**config.mk**
```make
export PLATFORM = sky130hd
export DESIGN_NAME = hazard_scoreboard
export DESIGN_NICKNAME = d
export VERILOG_FILES = /design/src/rtl/hazard_scoreboard.sv
export SDC_FILE = /design/constraint.sdc
export NUM_CORES = 1
export LEC_CHECK = 0
export CORE_MARGIN = 4
export CORE_UTILIZATION = 60
export DETAILED_ROUTE_END_ITERATION = 10
export GPL_ROUTABILITY_DRIVEN = 0
export PLACE_DENSITY_LB_ADDON = 0.1
export SLEW_MARGIN = 10
export SYNTH_ARGS = -nofsm -noshare
export SYNTH_HDL_FRONTEND = slang
export SYNTH_SLANG_ARGS = --single-unit
```
**constraint.sdc**
```tcl
create_clock -name clk -period 6.7 [get_ports clk]
set_clock_uncertainty 0.1 [all_clocks]
set_input_delay 1.34 -clock clk [delete_from_list [all_inputs] [get_ports clk]]
set_output_delay 1.34 -clock clk [all_outputs]
set_load 0.005 [all_outputs]
```
**src/rtl/hazard_scoreboard.sv**
```systemverilog
// Pipeline hazard unit for the 5-stage MIPS core.
// A per-register latency scoreboard decides D-stage stalls; the unit also
// drives E-stage/JR operand forwarding, flushes, and a stall-cycle counter.
module hazard_scoreboard #(
    parameter int NUM_REGS = 32,
    parameter int REG_AW   = 5,
    parameter int LOAD_LAT = 1,
    parameter int MDU_LAT  = 3,
    parameter int PERF_W   = 32
) (
    input  logic              clk,
    input  logic              rst,
    input  logic [REG_AW-1:0] rs_D,
    input  logic [REG_AW-1:0] rt_D,
    input  logic              use_rs_D,
    input  logic              use_rt_D,
    input  logic              is_jr_D,
    input  logic              reg_wr_D,
    input  logic [REG_AW-1:0] wr_reg_D,
    input  logic [1:0]        lat_sel_D,
    input  logic [REG_AW-1:0] rs_E,
    input  logic [REG_AW-1:0] rt_E,
    input  logic              reg_wr_E,
    input  logic              reg_wr_M,
    input  logic              reg_wr_W,
    input  logic [REG_AW-1:0] wr_reg_E,
    input  logic [REG_AW-1:0] wr_reg_M,
    input  logic [REG_AW-1:0] wr_reg_W,
    input  logic              mdu_busy_E,
    input  logic              flush_exception_M,
    input  logic              flush_pred_failed_E,
    input  logic              flush_jump_conflict_E,
    output logic              stall_F,
    output logic              stall_D,
    output logic              stall_E,
    output logic              stall_M,
    output logic              stall_W,
    output logic              flush_F,
    output logic              flush_D,
    output logic              flush_E,
    output logic              flush_M,
    output logic              flush_W,
    output logic [1:0]        fw_0_E,
    output logic [1:0]        fw_1_E,
    output logic [1:0]        fw_jr_D,
    output logic [PERF_W-1:0] stall_cycles
);

    // Counter width covers the larger of the two latencies so a long load
    // latency can never be truncated by a short MDU latency.
    localparam int MAX_LAT = (MDU_LAT > LOAD_LAT) ? MDU_LAT : LOAD_LAT;
    localparam int CW      = $clog2(MAX_LAT + 1);

    localparam logic [1:0] SEL_RF = 2'b00;
    localparam logic [1:0] SEL_M  = 2'b01;
    localparam logic [1:0] SEL_W  = 2'b10;

    // Entry 0 exists only so register numbers index directly; it stays zero.
    logic [CW-1:0] cnt [NUM_REGS];

    logic [CW-1:0] issue_lat;
    logic          issue;
    logic          raw;
    logic          jr_raw;
    logic          dstall;

    // Pick M over W when both write the source; register 0 never forwards.
    function automatic logic [1:0] fwd_sel(
        input logic [REG_AW-1:0] src,
        input logic              wr_m,
        input logic [REG_AW-1:0] dst_m,
        input logic              wr_w,
        input logic [REG_AW-1:0] dst_w
    );
        logic [1:0] sel;
        sel = SEL_RF;
        if (src != '0) begin
            if (wr_m && (dst_m == src))
                sel = SEL_M;
            else if (wr_w && (dst_w == src))
                sel = SEL_W;
        end
        return sel;
    endfunction

    // Producer latency by class; the reserved class behaves like the ALU.
    always_comb begin
        issue_lat = '0;
        case (lat_sel_D)
            2'b01:   issue_lat = CW'(LOAD_LAT);
            2'b10:   issue_lat = CW'(MDU_LAT);
            default: issue_lat = '0;
        endcase
    end

    // Hazard detection, stall/flush generation and forwarding selects.
    always_comb begin
        raw = (use_rs_D && (rs_D != '0) && (cnt[rs_D] != '0)) ||
              (use_rt_D && (rt_D != '0) && (cnt[rt_D] != '0));
        jr_raw = is_jr_D && (rs_D != '0) &&
                 ((reg_wr_E && (wr_reg_E == rs_D)) || (cnt[rs_D] != '0));
        dstall = raw || jr_raw;

        stall_F = !flush_exception_M && (mdu_busy_E || dstall);
        stall_D = mdu_busy_E || dstall;
        stall_E = mdu_busy_E;
        stall_M = 1'b0;
        stall_W = 1'b0;

        flush_F = 1'b0;
        flush_D = flush_exception_M || flush_pred_failed_E || flush_jump_conflict_E;
        flush_E = flush_exception_M || flush_pred_failed_E || (dstall && !mdu_busy_E);
        flush_M = flush_exception_M;
        flush_W = 1'b0;

        fw_0_E  = fwd_sel(rs_E, reg_wr_M, wr_reg_M, reg_wr_W, wr_reg_W);
        fw_1_E  = fwd_sel(rt_E, reg_wr_M, wr_reg_M, reg_wr_W, wr_reg_W);
        fw_jr_D = is_jr_D ? fwd_sel(rs_D, reg_wr_M, wr_reg_M, reg_wr_W, wr_reg_W) : SEL_RF;

        issue = reg_wr_D && (wr_reg_D != '0) && !stall_D && !flush_D;
    end

    // Scoreboard update: exception clears, MDU busy freezes, otherwise
    // counters tick down and a newly issued producer overwrites its entry.
    always_ff @(posedge clk or posedge rst) begin
        if (rst) begin
            for (int r = 0; r < NUM_REGS; r++)
                cnt[r] <= '0;
        end else if (flush_exception_M) begin
            for (int r = 0; r < NUM_REGS; r++)
                cnt[r] <= '0;
        end else if (!mdu_busy_E) begin
            for (int r = 0; r < NUM_REGS; r++) begin
                if (r == 0)
                    cnt[r] <= '0;
                else if (issue && (wr_reg_D == REG_AW'(r)))
                    cnt[r] <= issue_lat;
                else if (cnt[r] != '0)
                    cnt[r] <= cnt[r] - CW'(1);
            end
        end
    end

    // Performance counter of D-stage stall cycles, wrapping naturally.
    always_ff @(posedge clk or posedge rst) begin
        if (rst)
            stall_cycles <= '0;
        else if (stall_D)
            stall_cycles <= stall_cycles + PERF_W'(1);
    end

endmodule

```
# After elaboration in Yosys (flattened, before gate mapping)
# Cells that the tools add are included.
dict set report op_classes {
  magnitude_cmp 2
  n_reduce_logical 160
  n_addsub 32
  muxes 81
  bitwise 2
  n_eq_ne 41
}
# op n
set ops {}
lappend ops {{2-bit 2-to-1 mux} 76}
lappend ops {{64-bit 2-to-1 mux} 2}
lappend ops {{3-bit nonzero test} 31}
lappend ops {{5-bit equality test (second input constant)} 16}
lappend ops {{2-bit nonzero test} 33}
lappend ops {{2-bit AND reduction} 31}
lappend ops {{2-bit by 1-bit subtractor with 2-bit output (second input constant)} 31}
lappend ops {{1-bit logical AND} 49}
lappend ops {{5-bit by 4-bit equality test with 1-bit output (second input constant)} 8}
lappend ops {{5-bit equality test} 7}
lappend ops {{32-bit by 1-bit adder with 32-bit output (second input constant)} 1}
lappend ops {{5-bit nonzero test} 5}
lappend ops {{2-bit binary-select mux with 5-bit select} 2}
lappend ops {{5-bit by 3-bit equality test with 1-bit output (second input constant)} 4}
lappend ops {{6-bit greater-or-equal comparator (second input constant)} 2}
lappend ops {{5-bit NOT with 6-bit output} 2}
lappend ops {{5-bit by 2-bit equality test with 1-bit output (second input constant)} 2}
lappend ops {{1-bit logical OR} 7}
lappend ops {{5-bit by 1-bit equality test with 1-bit output (second input constant)} 1}
lappend ops {{1-bit logical NOT} 4}
lappend ops {{2-bit one-hot mux with 2 select lines} 1}
lappend ops {{2-bit by 1-bit equality test with 1-bit output (second input constant)} 1}
lappend ops {{2-bit equality test (second input constant)} 1}
lappend ops {{2-bit by 1-bit != test with 1-bit output (second input constant)} 1}
dict set report totals {
  output_inout_bits 48
  ff_bits 96
}

# Longest topological paths before layout
dict set report depth {
  ltp_word 16
  mapped_depth 12
}

# Worst setup path after synthesis
# No wires, ideal clock.
dict set report synth_timing {
  path_type {input-to-output}
  startpoint {input rs_D[1]}
  endpoint {output stall_F}
  cell_stages 9
  arrival_ns 3.262
  required_time_ns 5.260
  path_slack_ns 1.998
  path_cell_list {buf_2 -> mux4_2 -> or3_1 -> a32o_1 -> a21oi_4 -> nor3_1 -> buf_2 -> buf_4 -> nor2_1}
}
dict set report synth_between {
  elab_chain_len 10
  word_cells_on_any_way 17
  classes_between {eq/ne (1); mux (3); bitwise (1); reduce/logical (12)}
}
# element line
set synth_rtl {}
lappend synth_rtl {{start: declaration} 13} ;# input logic [REG_AW-1:0] rs_D,
lappend synth_rtl {{5-bit NOT with 6-bit output (not written as such)} {98, 101}}
lappend synth_rtl {{2-bit binary-select mux with 5-bit select} {98, 101}}
lappend synth_rtl {{2-bit 2-to-1 mux (not written as such) (2 in a row)} {98, 101}}
lappend synth_rtl {{2-bit nonzero test} {98, 101}}
lappend synth_rtl {{1-bit logical AND / 1-bit logical OR (equally long branches)} {98, 101}}
lappend synth_rtl {{1-bit logical OR / 1-bit logical AND (equally long branches)} {98, 100}}
lappend synth_rtl {{1-bit logical OR (*)} 102} ;# dstall = raw || jr_raw;
lappend synth_rtl {{1-bit logical OR (*)} 104} ;# stall_F = !flush_exception_M && (mdu_busy_E || dstall);
lappend synth_rtl {{1-bit logical AND (*)} 104}
lappend synth_rtl {{end: declaration} 33} ;# output logic stall_F,
# Mark *: on every way between the ends. The rest lies on a longest branch, timed or not. The select of a mux whose other input is x is not followed.

# Worst setup path in the final report
dict set report layout_timing {
  startpoint {input rt_D[1]}
  endpoint {output stall_D}
}
dict set report layout_between {
  elab_chain_len 9
  word_cells_on_any_way 11
  classes_between {mux (3); bitwise (1); reduce/logical (7)}
}
# element line
set layout_rtl {}
lappend layout_rtl {{start: declaration} 14} ;# input logic [REG_AW-1:0] rt_D,
lappend layout_rtl {{5-bit NOT with 6-bit output (not written as such)} 99} ;# (use_rt_D && (rt_D != '0) && (cnt[rt_D] != '0));
lappend layout_rtl {{2-bit binary-select mux with 5-bit select} 99}
lappend layout_rtl {{2-bit 2-to-1 mux (not written as such) (2 in a row)} 99}
lappend layout_rtl {{2-bit nonzero test} 99}
lappend layout_rtl {{1-bit logical AND (*)} 99}
lappend layout_rtl {{1-bit logical OR (*)} 98} ;# raw = (use_rs_D && (rs_D != '0) && (cnt[rs_D] != '0)) ||
lappend layout_rtl {{1-bit logical OR (*)} 102}
lappend layout_rtl {{1-bit logical OR (*)} 105} ;# stall_D = mdu_busy_E || dstall;
lappend layout_rtl {{end: declaration} 34} ;# output logic stall_D,
# Marks and branches as above.

==> results.yml <==
status:
  status: "complete, no violations"
clocking:
  cts.sinks: 94
  root_buffer: "clkbuf_16"
  numCtsBuffers: 9
  postCtsHoldBufs: 0
  cts_buffer_depth: 2
  htree_levels: 3
  cts_setup_buffers: 0
  insertion_delay_ps: 360
  cts_resized: 0
  cts.clk_slew.worst_paths_ps: 70
  cts_tree: "built"
critical_path:
  critPathLaunch: "rt_D[1]"
  r2r-end: "cnt[44]$_DFFE_PP0P_"
  cp_common_cell: "clkdlybuf4s50_1"
  rrSetupSlack_ps: 3290
  end_kind: "output port"
  cp.depth: 9
  cp_slowest_cell: "clkdlybuf4s50_1"
  reg2reg_from: "cnt[2]$_DFFE_PP0P_"
  critPathTopFamily: "buffers and inverters"
  cp_cell_sequence: "clkdlybuf4s50_1 > mux4_2 > a31o_1 > or4_1 > nand4_2 > nor3_2 > buf_4 > inv_1 > clkdlybuf4s50_1"
  critPathMaxFanout: 23
  crit_arrival_ps: 4610
  critPathLaunchType: "input pin"
  r2r_cells: 9
  crit_end: "stall_D"
  cp_data_required_time_ps: 5260
  crit_type: "input pin to output port"
  path_buf_inv: 4
  max_stage_delay_ps: 970
flow_run:
  maxCapViolations: 0
detailed_routing:
  num_vias: 7576
  drt_pass1_iterations: 6
  wl_per_cell_um: 19.7
  via_per_inst: 6.59
  wl_um: 22600
  highest_layer: "met4"
  ant_nets: 0
  met2_length_um: 10900
  drt_iter0_drc: 816
  met3WireLength_um: 1670
  met1_length_um: 9300
  route.detailed.drc: 0
synth:
  async_flop_share: 1.00
  yosys_warnings: 0
  synth_cell_type_count: 68
  synth.most_common_cell: "dfrtp_1"
  netlist_area_sq_mm: 0.00772
  netlist_top_cells_area: "dfrtp_1, xor2_1, ha_1"
  muxShareOfSynthArea: 0.0613
  ys_ff_latch: 94
  synth_top_area_share: 0.305
  synthCells: 920
  ys_seq_area_frac: 0.305
  synth_xor_xnor_area_share: 0.0760
  synth_top_family_by_area: "simple AND/OR/NAND/NOR gates"
  synth_compound_area_frac: 0.161
  syn_area_per_cell_sq_um: 8.39
  synth_common_cells: "dfrtp_1, a21oi_1, nor3_1"
  synthSimpleGateAreaFrac: 0.266
  synth_top_cell_by_area: "dfrtp_1"
  synth_edf_count: 0
  ys.flop_type: "dfrtp_1"
  synthAdderAreaFrac: 0.0535
finish:
  syn_to_final_growth_pct: 16.3
  fin_nets: 1061
  n_antenna_cell: 0
  drive_above_1_share: 0.0685
grt:
  grt_overflow: 0
  grt_start_max_net_pins: 89
  grt_pass1_vias: 7456
  grt_pass1_wl_um: 37200
  gr-usage-all-layers: 0.313
  antenna_found_initial: 0
timing:
  finalHoldViolations: 0
  report.final.slew_viol_count: 0
  setup_viol: 0
  fin_crit_sh: 0.903
  max_freq_ghz: 0.165
  worstMarginPinSlew_ps: 985
  maxSlewHeadroom: 0.341
  finalCriticalPeriod_ps: 6050
  rsz0062_at_grt: "false"
  setup_ws_ps: 650
  fin_setup_tns_ps: 0
floorplan:
  die_h_um: 121
  num_rows: 41
  start_util: 0.612
  num_io_pins: 103
  die_w_um: 121
  core_area_sq_mm: 0.0126
  dieArea_sq_mm: 0.0147
power:
  p_sw_uw: 1050
  seqPwrFrac: 0.335
  power_uw: 2590
  pwr-share-clk: 0.211
  peakVddDrop_mv: 0.219
  switching_share: 0.404
  power_leakage_uw: 0.00321
  internal-power_uw: 1550
  comb_power_share: 0.454
  power_density_mw_per_mm2: 289
hold_path:
  hp-class: "flop to flop"
  whs_path_depth: 1
placement:
  post-place-ws_ps: 698
  port_buffers: 98
  hpwl_um: 15900
-- layout by cell type (no fill, tap or decap), types with 5 or more instances in the layout --
| cell | synthesis | final |
|---|---|---|
| clkdlybuf4s50_1 | 0 | 96 |
| nand3_1 | 33 | 33 |
| nor4_2 | 5 | 5 |
| nor2b_1 | 7 | 7 |
| nor4_1 | 29 | 29 |
| o32ai_1 | 14 | 14 |
| ha_1 | 33 | 33 |
| nor3_2 | 5 | 6 |
| o21ai_0 | 14 | 14 |
| or3_1 | 8 | 8 |
| and2_1 | 18 | 18 |
| nor3b_1 | 35 | 35 |
| xnor2_1 | 19 | 19 |
| xor2_1 | 48 | 48 |
| nor4b_2 | 5 | 5 |
| nor2_1 | 42 | 42 |
| dfrtp_1 | 94 | 94 |
| buf_4 | 7 | 11 |
| or4_1 | 6 | 6 |
| nand4_1 | 16 | 16 |
| nand2_1 | 49 | 49 |
| nor3_1 | 71 | 70 |
| a31oi_1 | 10 | 10 |
| a211oi_1 | 33 | 33 |
| mux2i_1 | 27 | 27 |
| a21oi_1 | 77 | 77 |
| clkbuf_16 | 0 | 9 |
| and3_1 | 5 | 5 |
| inv_1 | 70 | 69 |
| mux2_2 | 10 | 10 |
-- flip-flops by register name, summed over array words and instances (netlist names) --
| name | flops |
|---|---|
| stall_cycles | 32 |
| cnt | 62 |
-- final cells by class --
| cell class | count | area, sq um |
|---|---|---|
| Timing Repair Buffer | 108 | 1050 |
| Sequential cell | 94 | 2350 |
| Multi-Input combinational cell | 689 | 4790 |
| Clock buffer | 10 | 239 |
| Inverter | 71 | 268 |
| Clock inverter | 6 | 68.8 |
| Tap cell | 172 | 215 |
| Fill cell | 996 | 3640 |
-- worst min path at each step --
| stage | slack, ps | end | start |
|---|---|---|---|
| 6_report | 390 | stall_cycles[15]$_DFFE_PP0P_ | stall_cycles[15]$_DFFE_PP0P_ |
| 3_5_place_dp | 380 | stall_cycles[5]$_DFFE_PP0P_ | stall_cycles[5]$_DFFE_PP0P_ |
| 4_1_cts | 390 | stall_cycles[15]$_DFFE_PP0P_ | stall_cycles[15]$_DFFE_PP0P_ |
| 5_1_grt | 400 | stall_cycles[15]$_DFFE_PP0P_ | stall_cycles[15]$_DFFE_PP0P_ |
| 3_3_place_gp | 360 | stall_cycles[31]$_DFFE_PP0P_ | stall_cycles[31]$_DFFE_PP0P_ |
| 2_1_floorplan | 360 | stall_cycles[31]$_DFFE_PP0P_ | stall_cycles[31]$_DFFE_PP0P_ |
-- stage by stage --
step / area, sq um / instances / hold WS, ps / util
global placement: 8670 / 1134 / 356 / 0.687
detailed placement: 8670 / 1134 / 380 / 0.687
floorplan: 7730 / 923 / 365 / -
CTS: 8980 / 1150 / 392 / 0.711
global route: 8980 / 1150 / 401 / 0.711
finish: 8980 / 1150 / 391 / 0.711
-- power groups by stage --
stage | sequential [uW] | combinational (uW) | clock (uW)
2_1_floorplan | 830 | 837 | 0
3_3_place_gp | 869 | 1070 | 0
3_5_place_dp | 875 | 1160 | 0
4_1_cts | 865 | 1160 | 550
5_1_grt | 893 | 1310 | 577
6_report | 870 | 1180 | 547
-- per-layer routing --
layer | track usage | up-vias
met1 | 0.413 | 3675
met2 | 0.511 | 366
met5 | 0 | -
li1 | - | 3472
met4 | 0.125 | 0
met3 | 0.0531 | 63
-- cells by family after synthesis --
kind of cell / count (synthesis)
AOI/OAI and AO/OA: 188
xor gates and xnor gates: 67
adders and majority gates: 33
buffers and inverters: 140
DFF: 94
muxes: 41
other: 1
and+or+nand+nor: 356
No activity file was read; power rests on OpenSTA's default activity.
